--- config.mk ---
export PLATFORM = sky130hd
export DESIGN_NAME = uart_rx_core
export DESIGN_NICKNAME = d
export VERILOG_FILES = /design/src/rtl/uart_rx_core.sv
export SDC_FILE = /design/constraint.sdc
export NUM_CORES = 1
export LEC_CHECK = 0
export BUFFER_PORTS_ARGS = -buffer_cell sky130_fd_sc_hd__buf_2
export CORE_AREA = 2 2 64 66
export DETAILED_ROUTE_END_ITERATION = 8
export DIE_AREA = 0 0 66 68
export PLACE_DENSITY = 0.61
export SKIP_CTS_REPAIR_TIMING = 1
export SYNTH_ARGS = -nofsm -noshare
export SYNTH_HDL_FRONTEND = slang
export SYNTH_SLANG_ARGS = --single-unit
--- constraint.sdc ---
create_clock -name clk -period 2.6 [get_ports clk]
set_clock_uncertainty 0.05 [all_clocks]
set_input_delay 0.65 -clock clk [delete_from_list [all_inputs] [get_ports clk]]
set_output_delay 0.65 -clock clk [all_outputs]
set_load 0.01 [all_outputs]
--- src/rtl/uart_rx_core.sv ---
// uart_rx_core: oversampled UART receiver with parity/stop checking and a valid/ready byte output.
module uart_rx_core #(
  parameter int DATA_W  = 8,
  parameter int OS_RATE = 16
) (
  input  logic              clk,
  input  logic              rst,
  input  logic              baud_sample,
  input  logic              rx_en,
  input  logic              parity_en,
  input  logic              parity_odd,
  input  logic              uart_rxd,
  output logic [DATA_W-1:0] rx_data,
  output logic              rx_valid,
  input  logic              rx_ready,
  output logic              rx_parity_err,
  output logic              rx_frame_err,
  output logic              rx_overrun,
  output logic              rx_busy
);
  localparam int TW = $clog2(OS_RATE);
  typedef enum logic [2:0] {IDLE, START, DATA, PARITY, STOP, WAITHI} state_e;
  state_e            state_q;
  logic [TW-1:0]     tick_q;
  logic [2:0]        bit_q;
  logic [DATA_W-1:0] shift_q, rx_data_q;
  logic              rxd_m_q, rxd_s_q;
  logic              perr_q, ferr_q, done_q;
  logic              rx_valid_q, rx_perr_q, rx_ferr_q, rx_ovr_q;
  logic              tick_mid, tick_end, accept;
  assign tick_mid = tick_q == TW'(OS_RATE / 2 - 1);
  assign tick_end = tick_q == TW'(OS_RATE - 1);
  // a finished frame may load when the holding slot is empty or being drained this same clk
  assign accept   = done_q && (!rx_valid_q || rx_ready);
  always_ff @(posedge clk) begin
    if (rst) begin
      state_q    <= IDLE;
      tick_q     <= '0;
      bit_q      <= '0;
      shift_q    <= '0;
      rxd_m_q    <= 1'b1;
      rxd_s_q    <= 1'b1;
      perr_q     <= 1'b0;
      ferr_q     <= 1'b0;
      done_q     <= 1'b0;
      rx_data_q  <= '0;
      rx_valid_q <= 1'b0;
      rx_perr_q  <= 1'b0;
      rx_ferr_q  <= 1'b0;
      rx_ovr_q   <= 1'b0;
    end else begin
      rxd_m_q <= uart_rxd;
      rxd_s_q <= rxd_m_q;
      done_q  <= 1'b0;
      if (!rx_en) begin
        state_q <= IDLE;
        tick_q  <= '0;
      end else if (baud_sample) begin
        tick_q <= tick_q + TW'(1);
        case (state_q)
          IDLE: if (!rxd_s_q) begin
            state_q <= START;
            tick_q  <= '0;
          end
          START: if (tick_mid) begin
            if (rxd_s_q) state_q <= IDLE;
            else begin
              state_q <= DATA;
              tick_q  <= '0;
              bit_q   <= '0;
              perr_q  <= 1'b0;
            end
          end
          DATA: if (tick_end) begin
            shift_q <= {rxd_s_q, shift_q[DATA_W-1:1]};
            bit_q   <= bit_q + 3'd1;
            if (bit_q == 3'(DATA_W - 1)) state_q <= parity_en ? PARITY : STOP;
          end
          PARITY: if (tick_end) begin
            perr_q  <= rxd_s_q ^ (^shift_q) ^ parity_odd;
            state_q <= STOP;
          end
          STOP: if (tick_end) begin
            done_q  <= 1'b1;
            ferr_q  <= !rxd_s_q;
            state_q <= rxd_s_q ? IDLE : WAITHI;
          end
          WAITHI: if (rxd_s_q) state_q <= IDLE;
          default: state_q <= IDLE;
        endcase
      end
      if (accept) begin
        rx_data_q  <= shift_q;
        rx_perr_q  <= perr_q;
        rx_ferr_q  <= ferr_q;
        rx_valid_q <= 1'b1;
      end else if (rx_valid_q && rx_ready) rx_valid_q <= 1'b0;
      rx_ovr_q <= done_q && !accept;
    end
  end
  assign rx_data       = rx_data_q;
  assign rx_valid      = rx_valid_q;
  assign rx_parity_err = rx_perr_q;
  assign rx_frame_err  = rx_ferr_q;
  assign rx_overrun    = rx_ovr_q;
  assign rx_busy       = state_q != IDLE;
endmodule
==> results of run 1 <==
## power by group
| group | total, mW | leakage, nW | switching, mW | internal, mW |
|---|---|---|---|---|
| Clock | 0.379 | 0.0412 | 0.192 | 0.187 |
| Combinational | 0.0419 | 0.473 | 0.0251 | 0.0168 |
| Sequential | 0.542 | 0.282 | 0.00336 | 0.538 |
## final cells by class
class	count	area, um^2	share of cell area [%]
clock buffers	6	72.6	3.91
clock inverters	2	12.5	0.674
inverters	7	26.3	1.42
multi-input cells	125	860	46.3
flip-flops and latches	35	701	37.7
well taps	50	62.6	3.37
repair buffers	23	123	6.60
## per-stage QoR
step | utilization (%) | worst slack [ps] | power, mW | hold slack (ps)
global placement | 45.9 | 791 | 0.594 | 343
CTS | 48.2 | 620 | 0.979 | 358
floorplan | - | 944 | 0.581 | 339
detailed placement | 45.9 | 751 | 0.596 | 342
global route | 48.2 | 563 | 1.01 | 365
finish | 48.2 | 631 | 0.963 | 358
## layer usage
metal | wire length (um) | up-vias
li1 | - | 663
met1 | 1490 | 597
met2 | 1430 | 31
met3 | 162 | 6
met4 | 57 | 0
met5 | 0 | -
## path summary, 6_finish.rpt
check             endpoint  slack (ps)
setup reg to reg  bit_q[2]         710
hold reg to reg    rxd_s_q         360
setup / recovery   rx_busy         630
hold / removal     rxd_s_q         360
## sequential cells by signal (all words and copies together), names as in the netlist, 3 cells and up
signal,cells
rx_data,8
tick_q,4
state_q,3
shift_q,8
bit_q,3
## kinds of logic (layout without fill, tap and decap cells)
kind of cell	count (synthesis)	in the layout	share of synthesized area, %
mux	19	19	11.7
xor+xnor	9	9	5.70
simple gates	63	63	19.7
compound gates	31	31	13.1
flops	35	35	43.1
buf+inv	16	38	4.31
fa+ha+maj	3	3	2.31
## critical path, delay by kind of cell (launching register included)
kind	cells	cell delay (ps)
flops	1	440
buf+inv	1	140
simple gates	1	400
## cell usage in the layout, fill, tap and decap left out, types with 2 or more instances in the layout
master	instances
dfxtp_1	35
a41o_1	2
a21oi_1	10
or2_2	2
or3_1	3
nand2_1	8
o32a_1	2
xnor2_1	8
o21ai_0	5
buf_4	3
nor2_1	25
buf_2	20
clkbuf_8	5
nand2b_1	4
nand3b_1	2
nor3_1	4
nand3_1	3
inv_1	7
o21ai_1	2
nand4_1	2
mux2i_1	19
ha_1	3
==> metrics, run 1 <==
# Max-Cap Violations 0; Pre-antenna DRT Iters 4; Filler cells 376; vias per std cell 5.23; fin crit share 75.7%; async set or reset register ratio after synthesis 0%; Final Instance Count excl. Fillers 248; Max Fclk 508 MHz; Seq/Total Area, Yosys 43.1%; most crowded layer after global routing met2; Worst VDD drop 0.335 mV; largest cells by area after synthesis dfxtp_1 (43%), mux2i_1 (12%), nor2_1 (5.8%), xnor2_1 (4.3%), a21oi_1 (3.1%); kind of end point of the critical path output port; start point of the worst hold path rxd_m_q; Max H-tree Level 2; slowest CP cell dfxtp_1; CTS buffer count 5; Placement Rows 23; min-delay worst type reg -> reg; Final Critical Period 1970 ps; WL per Instance 12.7 um; FF+latch count, synth 35; Critical Path Fanout Max 14; GR Util met3 5.43%; Worst slew margin 71.7%; top-area cell type share of the netlist area 43.1%; final WL 3140 um; most common library cells after synthesis dfxtp_1 (35), nor2_1 (25), mux2i_1 (19); Data arrival, critical path 1270 ps; Final nets 208; vias in the first global route 1,181; CTS clk-pin slew, worst paths 70 ps; Pins Over Slew Limit 0; RSZ-0062 raised after global routing false; detailed-route DRC error count 0; Syn Nets 187; worst slew pin tran 424 ps; worst skew pair latency 280 ps; hpwl dp 2230 um; Port Buffers 20; Synth area leader dfxtp_1; Pwr Density 519 nW/um^2; overflow left after global routing 0; share of cells above drive strength 1 17.2%; cell area after synthesis 1620 um^2; Synth Area per Inst 9.23 um^2; Mapped Cells 176; status finished, final reports clean; reg2reg start tick_q[0]; CP required 1900 ps; Clock Root Buffer clkbuf_8; initial antenna violation count 0; kind of critical path reg -> out; CTS tree built; number of warnings issued by yosys 0; Longest Clk Path Bufs 2; Cell Chain, Critical Path or3_1, buf_2; pin count of the biggest net entering global routing 28; Area after DPL 1770 um^2; Iter 0 DRT Violations 66; hold path depth 1; startpoint class of the critical path flop; count leader, synth dfxtp_1; n_diodes 0; crit-path max cell delay 440 ps; critical path startpoint state_q[1]; global-route wire length before repair 5250 um; vias 1,297; die span in x 66 um; DIE AREA 4490 um^2; initial core utilization 42.1%; LEAKAGE 0.797 nW; num ports 21; GRT Total Usage 15.7%; setup tns final 0 ps; GRT met1 Usage 18.5%; Final setup viols 0; number of flops mapped to enable cells by yosys 0; placed insts 240; Area Growth Syn to Fin 14.3%; Die Height 68 um; CTS Sinks 35; Core Box Area 3860 um^2; ys flop type dfxtp_1; Distinct cells, synth 42; final hold violations 0; fin area 1860 um^2; final RePlAce weighted congestion 0.781; R2R cell count 5; GR Layer Usage met2 25.8%; antenna-violating nets left 0
(Power assumes the default switching activity.)
==> run 2, diff against run 1 <==
--- a/config.mk
+++ b/config.mk
@@ -9,7 +9,7 @@
 export CORE_AREA = 2 2 64 66
 export DETAILED_ROUTE_END_ITERATION = 8
 export DIE_AREA = 0 0 66 68
-export PLACE_DENSITY = 0.61
+export PLACE_DENSITY = 0.64
 export SKIP_CTS_REPAIR_TIMING = 1
 export SYNTH_ARGS = -nofsm -noshare
 export SYNTH_HDL_FRONTEND = slang
==> constraint.sdc (replaced) <==
create_clock -name clk -period 1.7 [get_ports clk]
set_clock_uncertainty 0.05 [all_clocks]
set_input_delay 0.425 -clock clk [delete_from_list [all_inputs] [get_ports clk]]
set_output_delay 0.425 -clock clk [all_outputs]
set_load 0.01 [all_outputs]
==> metrics, run 2 (synthesis results as in run 1) <==
Max Fclk 582 MHz; most frequent cells in the layout dfxtp_1 (31), nor2_1 (25), buf_2 (20); Port Buffers 20; final hold violations 0; Filler cells 364; Longest Clk Path Bufs 2; CTS buffer count 5; Area Growth Syn to Fin 27.3%; Hold WS 280 ps; Pwr Density 716 nW/um^2; worst slew pin tran 455 ps; share of cells above drive strength 1 29.3%; Final nets 225; final WL 3560 um; CTS Sinks 35; placed insts 249; Sequential Area 708 um^2; P_sw 0.337 mW; Core Box Area 3860 um^2; min-delay worst type in -> reg; failing checks setup timing; vias 1,387; Worst slew margin 69.6%; Iter 0 DRT Violations 138; Pins Over Slew Limit 0; cell internal pwr 1.14 mW; overflow left after global routing 0; initial core utilization 42.1%; startpoint class of the critical path flop; Max H-tree Level 2; Comb power frac 5.3%; # Max-Cap Violations 0; vias per std cell 5.23; vias in the first global route 1,288; hpwl dp 2550 um; antenna-violating nets left 0; die span in x 66 um; commonest non-fill, non-tap cell in the layout dfxtp_1; RSZ-0062 raised after global routing true; LEAKAGE 0.893 nW; CP required 1220 ps; Placement Rows 23; GRT Total Usage 16.0%; DIE AREA 4490 um^2; Seq pwr share 55.8%; pin count of the biggest net entering global routing 19; Critical Path Fanout Max 8; final RePlAce weighted congestion 0.831; WL per Instance 13.4 um; status finished, violations left; switching part of the total 22.8%; Clock Root Buffer clkbuf_8; kind of critical path reg -> out; final setup margin -17.1 ps; Final setup viols 1; kind of end point of the critical path output port; Final Instance Count excl. Fillers 265; detailed-route DRC error count 0; CTS clk-pin slew, worst paths 70 ps; Worst VDD drop 0.599 mV; initial antenna violation count 0; Die Height 68 um; num ports 21; n_diodes 0; Data arrival, critical path 1240 ps; Pre-antenna DRT Iters 4; CTS tree built; clock share of power 38.8%; Final Critical Period 1720 ps; area of the multi-input gates 923 um^2; fin crit share 101%; worst skew pair latency 280 ps; global-route wire length before repair 5510 um
==> run 2: changes by cell type in the layout (fill, tap and decap cells not counted), sizes merged <==
cell / delta
clkbuf: +1
buf: +16
==> run 2: per-stage QoR <==
step                TNS (ps)  cell area (um^2)  utilization (%)  total power, mW  setup WS (ps)
floorplan                  0              1620                -            0.889           67.9
global placement           0              1840             47.7            0.913           44.6
detailed placement     -50.3              1840             47.7            0.916          -23.4
CTS                     -318              1920             49.9             1.49           -123
global route            -136              2070             53.6             1.55          -63.3
finish                 -17.1              2070             53.6             1.48          -17.1
==> run 2: per-layer routing <==
metal	up-vias	global-route usage (%)	routed length (um)
li1	700	-	-
met1	656	18.3	1530
met2	25	28.7	1870
met3	6	3.62	117
met4	0	7.40	54
met5	-	0	0
==> run 2: final timing paths <==
path | cells past startpoint | endpoint | from | slack [ps]
worst max-delay path | 3 | rx_busy | state_q[0] | -20
worst min-delay path | 2 | rxd_m_q | uart_rxd | 280
worst max register to register | 4 | bit_q[2] | state_q[2] | 20
worst min register to register | 1 | rxd_s_q | rxd_m_q | 370
==> run 2: layout make-up <==
type | count | area share, %
repair buffers | 40 | 12.7
clock buffers | 6 | 3.51
well taps | 50 | 3.03
multi-input cells | 125 | 44.7
inverters | 7 | 1.27
clock inverters | 2 | 0.605
flip-flops and latches | 35 | 34.3
==> run 2: power groups by stage <==
| stage | logic [mW] | registers [mW] | clock network (mW) |
|---|---|---|---|
| floorplan | 0.0455 | 0.844 | 0 |
| global placement | 0.0668 | 0.846 | 0 |
| detailed placement | 0.0704 | 0.846 | 0 |
| CTS | 0.0706 | 0.827 | 0.594 |
| global route | 0.0859 | 0.827 | 0.636 |
| finish | 0.0787 | 0.827 | 0.575 |
==> run 2: worst max-delay path, stage by stage, from the launching register on <==
cell and delay, ps:
dfxtp_2 340, buf_8 130, or3_1 350, buf_2 140
==> run 3, diff against run 2 <==
--- a/config.mk
+++ b/config.mk
@@ -5,11 +5,11 @@
 export SDC_FILE = /design/constraint.sdc
 export NUM_CORES = 1
 export LEC_CHECK = 0
-export BUFFER_PORTS_ARGS = -buffer_cell sky130_fd_sc_hd__buf_2
 export CORE_AREA = 2 2 64 66
 export DETAILED_ROUTE_END_ITERATION = 8
 export DIE_AREA = 0 0 66 68
-export PLACE_DENSITY = 0.64
+export DONT_BUFFER_PORTS = 1
+export PLACE_DENSITY = 0.56
 export SKIP_CTS_REPAIR_TIMING = 1
 export SYNTH_ARGS = -nofsm -noshare
 export SYNTH_HDL_FRONTEND = slang
==> constraint.sdc (replaced) <==
create_clock -name clk -period 1.9 [get_ports clk]
set_clock_uncertainty 0.05 [all_clocks]
set_input_delay 0.475 -clock clk [delete_from_list [all_inputs] [get_ports clk]]
set_output_delay 0.475 -clock clk [all_outputs]
set_load 0.02 [all_outputs]
==> metrics, run 3 (synthesis results as in run 1) <==
status finished, final reports clean; Longest Clk Path Bufs 2; Max Fclk 573 MHz; most crowded layer after global routing met2; CTS tree built; n_diodes 0; vias 1,242; CTS clk-pin slew, worst paths 70 ps; min-delay worst type in -> reg; hpwl dp 2200 um; Placement Rows 23; startpoint class of the critical path flop; R2R cell count 5; Util after Layout 46.0%; Final Instance Count excl. Fillers 228; CTS buffer count 5; fin crit share 91.8%; fin area 1780 um^2; RSZ-0062 raised after global routing false; initial core utilization 42.1%; final RePlAce weighted congestion 0.813; LEAKAGE 0.706 nW; setup tns final 0 ps; CTS Sinks 35; Max H-tree Level 2; DIE AREA 4490 um^2; worst skew pair latency 280 ps; detailed-route DRC error count 0; most frequent cells in the layout dfxtp_1 (34), nor2_1 (25), mux2i_1 (19); hold path depth 1; reg2reg start tick_q[0]; Pwr Total 1.31 mW; placed insts 221; Worst slew margin 72.5%; Area Growth Syn to Fin 9.32%; start point of the worst hold path rst; flop2flop setup slack 160 ps; kind of critical path reg -> reg; share of cells above drive strength 1 10.1%; GR Util met3 5.43%; GRT Total Usage 15.4%; overflow left after global routing 0; Final Critical Period 1740 ps; Critical Path Fanout Max 6; Pins Over Slew Limit 0; pre-CTS WS 69.1 ps; Clock Root Buffer clkbuf_8; Pwr Density 737 nW/um^2; WL per Instance 13.6 um; final setup margin 156 ps; Hold WS 212 ps; GR Layer Usage met2 26.3%; Hold Crit Endpoint rx_data[2]; die span in x 66 um; final WL 3100 um; CP required 2060 ps; Final nets 189; Worst VDD drop 0.616 mV; vias per std cell 5.45; Area after DPL 1680 um^2; worst r2r dst bit_q[2]; Pre-antenna DRT Iters 5; antenna-violating nets left 0; # Max-Cap Violations 0; Data arrival, critical path 1900 ps; pin count of the biggest net entering global routing 29; GRT met1 Usage 17.7%; worst slew pin tran 412 ps; num ports 21; kind of end point of the critical path flop; Core Box Area 3860 um^2; Final setup viols 0; Port Buffers 0; final hold violations 0; global-route wire length before repair 5310 um; commonest non-fill, non-tap cell in the layout dfxtp_1; Die Height 68 um; Iter 0 DRT Violations 127; initial antenna violation count 0; vias in the first global route 1,175
-- run 3: worst max-delay path, stage by stage (launching register included) --
cell     delay, ps
dfxtp_1        370
ha_2           250
nand3_2        150
o32a_1         350
or3_1          350
a21oi_1        150
-- run 3: area by class of cell --
class | count | area, um^2
Multi-Input combinational cell | 125 | 867
Inverter | 7 | 26.3
Tap cell | 50 | 62.6
Fill cell | 399 | 2080
Clock inverter | 1 | 5.00
Clock buffer | 6 | 82.6
Timing Repair Buffer | 4 | 30.0
Sequential cell | 35 | 702
-- run 3: layer usage --
metal	share of wire, %	wire [um]	vias up
met3	6.1	190	5
met1	44	1350	586
met2	49	1510	25
met4	1.7	52	0
met5	0	0	-
li1	-	-	626
-- run 3: worst max path at each step --
stage / slack [ps] / startpoint / to / depth (start not counted)
CTS: 20 / tick_q[0] / bit_q[2] / 5
detailed placement: 70 / tick_q[0] / bit_q[2] / 5
finish: 160 / tick_q[0] / bit_q[2] / 5
floorplan: 270 / tick_q[0] / bit_q[2] / 5
global route: 7 / tick_q[0] / bit_q[2] / 5
global placement: 140 / tick_q[0] / bit_q[2] / 5
-- run 3: where the power goes --
part	switching [mW]	leakage [nW]	internal [mW]
combinational	0.0216	0.376	0.0171
sequential	0.00387	0.283	0.737
clock	0.245	0.0470	0.284
total	0.271	0.706	1.04
